### src/rtl/alu_pkg.sv
`default_nettype none
// ----------------------------------------------------------------------
// alu_pkg : shared operation/state enums for the ALU issue sequencer.
// Rev 1.0
// ----------------------------------------------------------------------
package alu_pkg;

  localparam int ALU_WIDTH_DEF = 8;

  typedef enum logic [1:0] {
    ALU_ADD = 2'b00,
    ALU_SUB = 2'b01,
    ALU_AND = 2'b10,
    ALU_OR  = 2'b11
  } alu_op_e;

  typedef enum logic [1:0] {
    IDLE  = 2'd0,
    DRIVE = 2'd1,
    HOLD  = 2'd2
  } issue_state_e;

endpackage
`default_nettype wire

### src/rtl/alu_cmd_fifo.sv
`default_nettype none
// ----------------------------------------------------------------------
// alu_cmd_fifo : power-of-two command FIFO with occupancy count.
// Rev 1.0
// ----------------------------------------------------------------------
module alu_cmd_fifo #(
  parameter int DEPTH = 4,
  parameter int DW    = 18
) (
  input  logic                   clk,
  input  logic                   reset,
  input  logic                   push,
  input  logic [DW-1:0]          push_data,
  input  logic                   pop,
  output logic [DW-1:0]          pop_data,
  output logic                   full,
  output logic                   empty,
  output logic [$clog2(DEPTH):0] count
);

  localparam int AW = $clog2(DEPTH);
  localparam int PW = AW + 1;

  logic [PW-1:0] wr_ptr_q, wr_ptr_d;
  logic [PW-1:0] rd_ptr_q, rd_ptr_d;
  logic [DW-1:0] mem_q [DEPTH];
  logic [DW-1:0] mem_d [DEPTH];
  logic          push_ok;
  logic          pop_ok;

  // Pointer MSB is the lap bit: equal indices with differing MSB means full.
  assign count    = wr_ptr_q - rd_ptr_q;
  assign full     = (count == PW'(DEPTH));
  assign empty    = (wr_ptr_q == rd_ptr_q);
  assign pop_data = mem_q[rd_ptr_q[AW-1:0]];
  assign push_ok  = push & ~full;
  assign pop_ok   = pop & ~empty;

  always_comb begin
    wr_ptr_d = wr_ptr_q;
    rd_ptr_d = rd_ptr_q;
    mem_d    = mem_q;
    if (push_ok) begin
      mem_d[wr_ptr_q[AW-1:0]] = push_data;
      wr_ptr_d                = wr_ptr_q + PW'(1);
    end
    if (pop_ok) begin
      rd_ptr_d = rd_ptr_q + PW'(1);
    end
  end

  always_ff @(posedge clk or posedge reset) begin
    if (reset) begin
      wr_ptr_q <= '0;
      rd_ptr_q <= '0;
      for (int i = 0; i < DEPTH; i++) begin
        mem_q[i] <= '0;
      end
    end else begin
      wr_ptr_q <= wr_ptr_d;
      rd_ptr_q <= rd_ptr_d;
      mem_q    <= mem_d;
    end
  end

endmodule
`default_nettype wire

### src/rtl/alu_issue.sv
`default_nettype none
// ----------------------------------------------------------------------
// alu_issue : queues ALU commands, drives one per op onto the external
// ALU, returns captured result/zero on a valid/ready response channel.
// Optional self-check model enabled by defining ALU_ISSUE_CHECK_EN.
// Rev 1.0
// ----------------------------------------------------------------------
module alu_issue
  import alu_pkg::*;
#(
  parameter int WIDTH = ALU_WIDTH_DEF,
  parameter int DEPTH = 4
) (
  input  logic                   clk,
  input  logic                   reset,
  input  logic                   cmd_valid,
  output logic                   cmd_ready,
  input  logic [1:0]             cmd_op,
  input  logic [WIDTH-1:0]       cmd_a,
  input  logic [WIDTH-1:0]       cmd_b,
  output logic [WIDTH-1:0]       alu_src_a,
  output logic [WIDTH-1:0]       alu_src_b,
  output logic [1:0]             alu_control,
  input  logic [WIDTH-1:0]       alu_result,
  input  logic                   alu_zero,
  output logic                   rsp_valid,
  input  logic                   rsp_ready,
  output logic [WIDTH-1:0]       rsp_result,
  output logic                   rsp_zero,
  output logic [$clog2(DEPTH):0] cmd_count,
  output logic                   chk_err
);

  localparam int EW = 2 + 2 * WIDTH;

  issue_state_e     state_q, state_d;
  alu_op_e          op_q, op_d;
  logic [WIDTH-1:0] a_q, a_d;
  logic [WIDTH-1:0] b_q, b_d;
  logic             rsp_valid_q, rsp_valid_d;
  logic [WIDTH-1:0] rsp_result_q, rsp_result_d;
  logic             rsp_zero_q, rsp_zero_d;

  logic             fifo_push;
  logic             fifo_pop;
  logic [EW-1:0]    fifo_head;
  logic             fifo_full;
  logic             fifo_empty;

  // Ready is held low while reset is asserted so nothing is accepted into a clearing queue.
  assign cmd_ready = ~fifo_full & ~reset;
  assign fifo_push = cmd_valid & cmd_ready;

  alu_cmd_fifo #(
    .DEPTH (DEPTH),
    .DW    (EW)
  ) u_fifo (
    .clk       (clk),
    .reset     (reset),
    .push      (fifo_push),
    .push_data ({cmd_op, cmd_a, cmd_b}),
    .pop       (fifo_pop),
    .pop_data  (fifo_head),
    .full      (fifo_full),
    .empty     (fifo_empty),
    .count     (cmd_count)
  );

  always_comb begin
    state_d      = state_q;
    op_d         = op_q;
    a_d          = a_q;
    b_d          = b_q;
    rsp_valid_d  = rsp_valid_q;
    rsp_result_d = rsp_result_q;
    rsp_zero_d   = rsp_zero_q;
    fifo_pop     = 1'b0;

    case (state_q)
      IDLE: begin
        if (!fifo_empty) begin
          fifo_pop = 1'b1;
          state_d  = DRIVE;
        end
      end
      DRIVE: begin
        rsp_result_d = alu_result;
        rsp_zero_d   = alu_zero;
        rsp_valid_d  = 1'b1;
        state_d      = HOLD;
      end
      HOLD: begin
        if (rsp_ready) begin
          rsp_valid_d = 1'b0;
          if (!fifo_empty) begin
            fifo_pop = 1'b1;
            state_d  = DRIVE;
          end else begin
            state_d = IDLE;
          end
        end
      end
      default: state_d = IDLE;
    endcase

    if (fifo_pop) begin
      op_d = alu_op_e'(fifo_head[EW-1 -: 2]);
      a_d  = fifo_head[2*WIDTH-1 -: WIDTH];
      b_d  = fifo_head[WIDTH-1:0];
    end
  end

  always_ff @(posedge clk or posedge reset) begin
    if (reset) begin
      state_q      <= IDLE;
      op_q         <= ALU_ADD;
      a_q          <= '0;
      b_q          <= '0;
      rsp_valid_q  <= 1'b0;
      rsp_result_q <= '0;
      rsp_zero_q   <= 1'b0;
    end else begin
      state_q      <= state_d;
      op_q         <= op_d;
      a_q          <= a_d;
      b_q          <= b_d;
      rsp_valid_q  <= rsp_valid_d;
      rsp_result_q <= rsp_result_d;
      rsp_zero_q   <= rsp_zero_d;
    end
  end

  assign alu_src_a   = a_q;
  assign alu_src_b   = b_q;
  assign alu_control = op_q;
  assign rsp_valid   = rsp_valid_q;
  assign rsp_result  = rsp_result_q;
  assign rsp_zero    = rsp_zero_q;

`ifdef ALU_ISSUE_CHECK_EN
  logic [WIDTH-1:0] model_result;
  logic             chk_err_q, chk_err_d;

  always_comb begin
    model_result = '0;
    case (op_q)
      ALU_ADD: model_result = a_q + b_q;
      ALU_SUB: model_result = a_q - b_q;
      ALU_AND: model_result = a_q & b_q;
      ALU_OR:  model_result = a_q | b_q;
      default: model_result = '0;
    endcase
    chk_err_d = chk_err_q;
    if ((state_q == DRIVE) &&
        ((alu_result != model_result) || (alu_zero != (model_result == '0)))) begin
      chk_err_d = 1'b1;
    end
  end

  always_ff @(posedge clk or posedge reset) begin
    if (reset) begin
      chk_err_q <= 1'b0;
    end else begin
      chk_err_q <= chk_err_d;
    end
  end

  assign chk_err = chk_err_q;
`else
  assign chk_err = 1'b0;
`endif

endmodule
`default_nettype wire

### config.mk
export PLATFORM = sky130hd
export DESIGN_NAME = alu_issue
export DESIGN_NICKNAME = d
export VERILOG_FILES = /design/src/rtl/alu_pkg.sv /design/src/rtl/alu_cmd_fifo.sv /design/src/rtl/alu_issue.sv
export SDC_FILE = /design/constraint.sdc
export NUM_CORES = 1
export LEC_CHECK = 0
export BUFFER_PORTS_ARGS = -buffer_cell sky130_fd_sc_hd__buf_2
export CAP_MARGIN = 10
export CORE_MARGIN = 10
export CORE_UTILIZATION = 55
export CTS_BUF_LIST = sky130_fd_sc_hd__clkbuf_16
export DETAILED_ROUTE_END_ITERATION = 6
export GPL_TIMING_DRIVEN = 0
export PLACE_DENSITY = 0.8
export SKIP_LAST_GASP = 1
export SYNTH_ARGS = -nofsm -noshare
export SYNTH_HDL_FRONTEND = slang
export SYNTH_SLANG_ARGS = --single-unit
export TNS_END_PERCENT = 30
### constraint.sdc
create_clock -name clk -period 11.2 [get_ports clk]
set_input_delay 2.24 -clock clk [delete_from_list [all_inputs] [get_ports clk]]
set_output_delay 2.24 -clock clk [all_outputs]
set_load 0.05 [all_outputs]
==> results of run 1 <==
state kept, by name, indices dropped and copies added, names as in the netlist:
register / flops
rsp_result: 8
state_q: 2
rsp_valid: 1
alu_control: 2
alu_src_b: 8
rsp_zero: 1
u_fifo.mem_q: 72
u_fifo.wr_ptr_q: 3
u_fifo.rd_ptr_q: 3
alu_src_a: 8
placed cells by master (no fill, tap or decap), types with 2 or more instances in the layout:
cell | Yosys | final
buf_12 | 4 | 4
nand2_1 | 2 | 2
a311oi_1 | 2 | 2
ha_1 | 7 | 7
xnor2_1 | 2 | 2
clkbuf_1 | 4 | 4
clkbuf_16 | 0 | 9
buf_4 | 2 | 2
mux4_2 | 18 | 18
dfrtp_1 | 108 | 108
o211ai_4 | 4 | 4
a21oi_1 | 2 | 2
inv_1 | 9 | 10
buf_2 | 3 | 65
mux2_2 | 62 | 62
mux2_4 | 40 | 40
nor2b_1 | 2 | 2
xor2_1 | 3 | 3
kinds of logic after synthesis:
group,count (synthesis),share of synthesized area
AOI/OAI and AO/OA,11,0.0267
xor gates and xnor gates,6,0.0137
adders and majority gates,8,0.0219
buffers and inverters,22,0.0323
DFF,108,0.549
muxes,121,0.348
other,1,0.000762
and+or+nand+nor,7,0.00737
final cells by class:
type / instances / area share
Buffer: 13 / 0.0220
Timing Repair Buffer: 63 / 0.0593
Tap cell: 108 / 0.0237
Sequential cell: 108 / 0.475
Clock buffer: 9 / 0.0396
Multi-Input combinational cell: 154 / 0.362
Inverter: 9 / 0.00637
Clock inverter: 7 / 0.0119
Antenna cell: 1 / 0.000440
synthesized netlist by cell type:
master	n
mux2_4	40
buf_12	4
mux2i_1	1
nand2_2	1
nand2_1	2
inv_1	9
mux2_2	62
ha_1	7
buf_2	3
o21ai_0	1
a311oi_1	2
nor2b_1	2
o211ai_4	4
clkbuf_1	4
xnor2_1	2
xnor3_2	1
conb_1	1
fa_1	1
dfrtp_1	108
a21o_1	1
buf_4	2
nor2_1	1
a31oi_1	1
nand2b_1	1
a21oi_1	2
xor2_1	3
mux4_2	18
per-layer routing:
layer	up-vias	part of all wire
li1	1180	-
met1	1383	0.43
met2	47	0.51
met3	10	0.053
met4	0	0.0086
met5	-	0
metrics by stage:
| step | setup slack (ns) | instance area [um2] |
|---|---|---|
| floorplan | 5.91 | 4920 |
| global placement | 4.96 | 5370 |
| detailed placement | 6.18 | 5400 |
| CTS | 6.18 | 5690 |
| global route | 6.15 | 5690 |
| finish | 6.18 | 5690 |
critical path, delay by kind of cell:
family	cells	cell delay, ns
AO/OA/AOI/OAI	1	0.13
buffers and inverters	2	0.41
worst paths after layout:
kind                               startpoint         endpoint  slack, ns  cells past startpoint
max in group asynchronous               reset  u_fifo.mem_q[8]       8.49                      3
max reg2reg                u_fifo.rd_ptr_q[1]     alu_src_a[0]       8.30                      6
max                                     reset        cmd_ready       6.18                      3
min in group asynchronous               reset    rsp_result[6]       2.01                      2
min reg2reg                      alu_src_b[5]     alu_src_b[5]       0.50                      1
min                              alu_src_b[5]     alu_src_b[5]       0.50                      1
==> metrics, run 1 <==
outcome finished clean; Final Wtd Congestion 0.746; TritonCTS Buffers 9; initial antenna violation count 0; Largest stage delay, worst path 0.28 ns; fill count 635; Core Footprint 8720 um2; area share of the largest cell type after synthesis 0.549; CTS tree yes; CP dominant cell by count buf_2; max-slew violations 0; Fin. Hold Viols 0; Reg clk slew, reported paths 0.07 ns; first-pass GRT wire length 16.0 mm; die area 13100 um2; post-DR wirelength/cell 20.4 um; DP HPWL 6.62 mm; Storage cell area 2700 um2; DRC viols 0; final wirelength 9.61 mm; Resized Gates After CTS 0; Post-Syn Area 4920 um2; Syn. warnings 0; GR Util met2 0.252; Multi-input gate area 2060 um2; maximum clock path buffer count 2; Worst-Margin Slew 0.824 ns; total negative setup slack 0 ns; fin nets 397; worst clock skew 0.00580 ns; die span in y 115 um; Initial Util 0.564; root buf cell clkbuf_16; Worst EP arrival 2.78 ns; Worst Setup End Kind output pin; Pre-antenna DRT Iters 4; count of input and output buffers 62; # rows 34; max_slew headroom 0.451; Top-Level Pins 64; Setup crit start kind input pin; Seq cells post-synth 108; vias 2620; share of layout cells above drive strength 1 0.587; Inst Count DP 455; CP max-delay cell buf_2; overall global routing resource usage 0.154; area leader, netlist dfrtp_1; Req. time, crit path 8.96 ns; Clock Latency Late Sink 0.34 ns; Cell Count, Final, Fillers Out 472; main area contributors after synthesis dfrtp_1 55%, mux2_2 14%, mux2_4 12%; area grow syn2layout 15.7%; H-tree depth 3; Crit Path Class input pin to output pin; hold_buf cts 0; syn_nets 323; synthesized area per cell 17.3 um2; sequential element share of the synthesized area 0.549; largest net degree at the start of global routing 61; Die W 115 um; gr ovfl total 0; M1 GR Usage 0.195; GRT Max-Usage Layer met2; Max Freq 199 MHz; Iter 0 DRT Violations 54; critical path fanouts, max 3; TritonCTS Sinks 108; min cycle time layout 5.02 ns; WHS 0.502 ns; fin util 0.653; met3 Usage GRT 0.0487; period utilization 0.448; max-cap violations 0; setup bufs post-CTS 0; DR vias/cell 5.55; Antenna Nets Post-Route 0; unrepaired setup endpoints after global routing no; Gate Count Post-Synth 284; class of the worst hold path flop to flop; Setup Viol. Count Final 0; vias in the first global route 2999; Yosys cell types 27; crit path cell chain buf_2 > a31oi_1 > buf_2
Power of run 1 is left out: the tool's default activity adds up to more than one toggle a clock period on the data nets, which glitch-free logic cannot reach.
==> run 2, diff against run 1 <==
--- a/config.mk
+++ b/config.mk
@@ -5,6 +5,7 @@
 export SDC_FILE = /design/constraint.sdc
 export NUM_CORES = 1
 export LEC_CHECK = 0
+export ABC_AREA = 1
 export BUFFER_PORTS_ARGS = -buffer_cell sky130_fd_sc_hd__buf_2
 export CAP_MARGIN = 10
 export CORE_MARGIN = 10
@@ -12,7 +13,7 @@
 export CTS_BUF_LIST = sky130_fd_sc_hd__clkbuf_16
 export DETAILED_ROUTE_END_ITERATION = 6
 export GPL_TIMING_DRIVEN = 0
-export PLACE_DENSITY = 0.8
+export PLACE_DENSITY = 0.81
 export SKIP_LAST_GASP = 1
 export SYNTH_ARGS = -nofsm -noshare
 export SYNTH_HDL_FRONTEND = slang
==> constraint.sdc (replaced) <==
create_clock -name clk -period 5.3 [get_ports clk]
set_input_delay 1.06 -clock clk [delete_from_list [all_inputs] [get_ports clk]]
set_output_delay 1.06 -clock clk [all_outputs]
set_load 0.05 [all_outputs]
==> metrics, run 2 <==
DR vias/cell 5.33 (-3.9%); initial antenna violation count 0 (unchanged); largest reg by FF count u_fifo.mem_q; max_slew headroom 0.532 (+0.0810); Die W 114 um (-0.77%); Post-Synth Adder-Cell Area 0.0223 (+0.000413); final wirelength 12.3 mm (+28%); Reg clk slew, reported paths 0.07 ns (about the same); vias in the first global route 4167 (+39%); period utilization 0.663; TritonCTS Buffers 9 (unchanged); # rows 34 (unchanged); TritonCTS Sinks 108 (unchanged); Initial Util 0.559 (-0.00502); top cells by count, synth 257 x nand2_1, 108 x dfrtp_1, 91 x nor2_1, 40 x o21ai_0, 19 x clkbuf_1; commonest cells after routing, fill and taps aside 257 x nand2_1, 108 x dfrtp_1, 91 x nor2_1, 62 x buf_2, 40 x o21ai_0; gr ovfl total 0 (unchanged); Largest stage delay, worst path 0.51 ns (+0.23 ns); largest net degree at the start of global routing 60 (-1.6%); area leader, netlist dfrtp_1; synthesized area per cell 8.20 um2 (-53%); Inst Count DP 759 (+67%); Crit Path Class input pin to output pin; Worst EP arrival 2.45 ns (-0.33 ns); Cell Count, Final, Fillers Out 774 (+64%); max-slew violations 0 (unchanged); main area contributors after synthesis dfrtp_1 56%, nand2_1 20%, nor2_1 7.1%; share of layout cells above drive strength 1 0.144 (-0.443); Req. time, crit path 4.24 ns (-4.72 ns); maximum clock path buffer count 2 (unchanged); total negative setup slack 0 ns (unchanged); crit path cell chain buf_2 > inv_4 > buf_16 > nand2_1 > inv_1 > buf_2; die area 12900 um2 (-1.5%); overall global routing resource usage 0.191 (+0.0368); Gate Count Post-Synth 589 (+110%); CTS tree yes; worst clock skew 0.00980 ns (+0.00401 ns); Worst Setup End Kind output pin; CP dominant cell by count buf_2; Top-Level Pins 64 (unchanged); setup bufs post-CTS 0 (unchanged); root buf cell clkbuf_16; Core Footprint 8640 um2 (-0.98%); Resized Gates After CTS 0 (unchanged); count of input and output buffers 61 (-1.6%); Antenna Nets Post-Route 0 (unchanged); mux contribution to synthesized area 0 (-0.348); Seq cells post-synth 108 (unchanged); fill count 725 (+14%); EDFF count, synth 0 (unchanged); post-place setup slack 1.74 ns (-4.44 ns); die span in y 114 um (-0.77%); fin nets 701 (+77%); async set or reset register ratio after synthesis 1.00 (unchanged); ANT cells 0 (-1); H-tree depth 3 (unchanged); Yosys cell types 25 (-7.4%); vias 4128 (+58%); sequential element share of the synthesized area 0.559 (+0.0104); Worst IR Drop VDD 0.375 mV; Setup Viol. Count Final 0 (unchanged); Worst-Margin Slew 0.702 ns (-0.121 ns); unrepaired setup endpoints after global routing no; class of the worst hold path flop to flop; Power Dens Cells 750 nW/um2; Fin. Hold Viols 0 (unchanged); Synth Area in Simple Gates 0.300 (+0.293); DP HPWL 8.24 mm (+25%); Final Wtd Congestion 0.859 (+15%); Post-Syn Area 4830 um2 (-1.9%); max-cap violations 0 (unchanged); most common cell after layout, fill and taps aside nand2_1; critical path fanouts, max 59 (+56); Main synth FF type dfrtp_1; Max Freq 285 MHz; Storage cell area 2700 um2 (unchanged); CP max-delay cell inv_4; Largest register FFs 72 (unchanged); cell with the most instances after synthesis nand2_1; area grow syn2layout 16.6%; Pre-antenna DRT Iters 5 (+1); Post-Synth XOR/XNOR Area 0.00544 (-0.00829); syn_nets 628 (+94%); outcome finished clean; post-DR wirelength/cell 15.8 um (-22%); Iter 0 DRT Violations 345 (+540%); first-pass GRT wire length 20.1 mm (+25%); fin util 0.652 (-0.000668); post-synthesis compound-gate area fraction 0.0668 (+0.0401); Clock Latency Late Sink 0.34 ns (about the same); leak pwr 3.00 nW; Syn. warnings 0 (unchanged); Setup crit start kind input pin; DRC viols 0 (unchanged); setup ws final 1.79 ns (-4.40 ns); Multi-input gate area 1910 um2 (-7.3%); min cycle time layout 3.51 ns; largest family of logic cells by synthesized area simple AND/OR/NAND/NOR gates; area share of the largest cell type after synthesis 0.559 (+0.0104); hold_buf cts 0 (unchanged)
run 2: cell types whose count changed in the layout (fill, tap and decap cells not counted), moves of 9 or more:
cell	before	now
nand2_1	2	257
nor2_1	1	91
mux2_2	62	0
mux2_4	40	0
o21ai_0	1	40
mux4_2	18	0
a31oi_1	1	18
clkbuf_1	4	19
inv_1	10	19
run 2: cell families after synthesis:
logic type	Yosys count
flip-flops	108
AND/OR/NAND/NOR	362
AO/OA/AOI/OAI	60
other	1
buffers and inverters	47
adder cells (fa/ha/maj)	8
XOR/XNOR	3
run 2: worst paths after layout:
check                                        start            end  slack, ns  cells after the start
worst max-delay path                         reset      cmd_ready       1.79                      6
worst min-delay path                 rsp_result[0]  rsp_result[0]       0.47                      2
worst max register to register  u_fifo.rd_ptr_q[1]   alu_src_a[0]       2.57                     10
worst min register to register       rsp_result[0]  rsp_result[0]       0.47                      2
max in group asynchronous                    reset   alu_src_a[3]       3.72                      3
min in group asynchronous                    reset   alu_src_b[6]       0.84                      2
run 2: stage by stage:
| stage | power [W] | hold slack (ns) | cell area [um2] |
|---|---|---|---|
| after global routing | 0.00452 | 0.484 | 5630 |
| final | 0.00423 | 0.469 | 5630 |
| after floorplan | 0.00292 | 0.444 | 4830 |
| after global placement | 0.00339 | 0.451 | 5270 |
| after detailed placement | 0.00348 | 0.455 | 5300 |
| after CTS | 0.00423 | 0.472 | 5630 |
run 2: critical path, delay by kind of cell:
family / cells / cell delay (ns)
simple gates: 1 / 0.09
buf+inv: 5 / 1.27
run 2: report_power, final:
part	switching (W)	internal, W	total, W	leakage, nW
clock network	0.000287	0.000456	0.000743	0.160
registers	0.000215	0.00122	0.00144	1.33
logic	0.00147	0.000571	0.00205	1.50
run 2: routing by layer:
metal | wire length, um | track usage | vias to the layer above
li1 | - | - | 1974
met1 | 5000 | 0.236 | 1952
met2 | 5870 | 0.319 | 167
met3 | 941 | 0.0325 | 35
met4 | 441 | 0.0871 | 0
met5 | 0 | 0 | -
run 2: area by class of cell:
cell class	count	share of cell area
Clock buffer	9	0.0400
Inverter	21	0.0144
Sequential cell	108	0.480
Buffer	26	0.0247
Multi-Input combinational cell	434	0.339
Clock inverter	6	0.0187
Tap cell	108	0.0240
Timing Repair Buffer	62	0.0591
(Power assumes the default switching activity.)
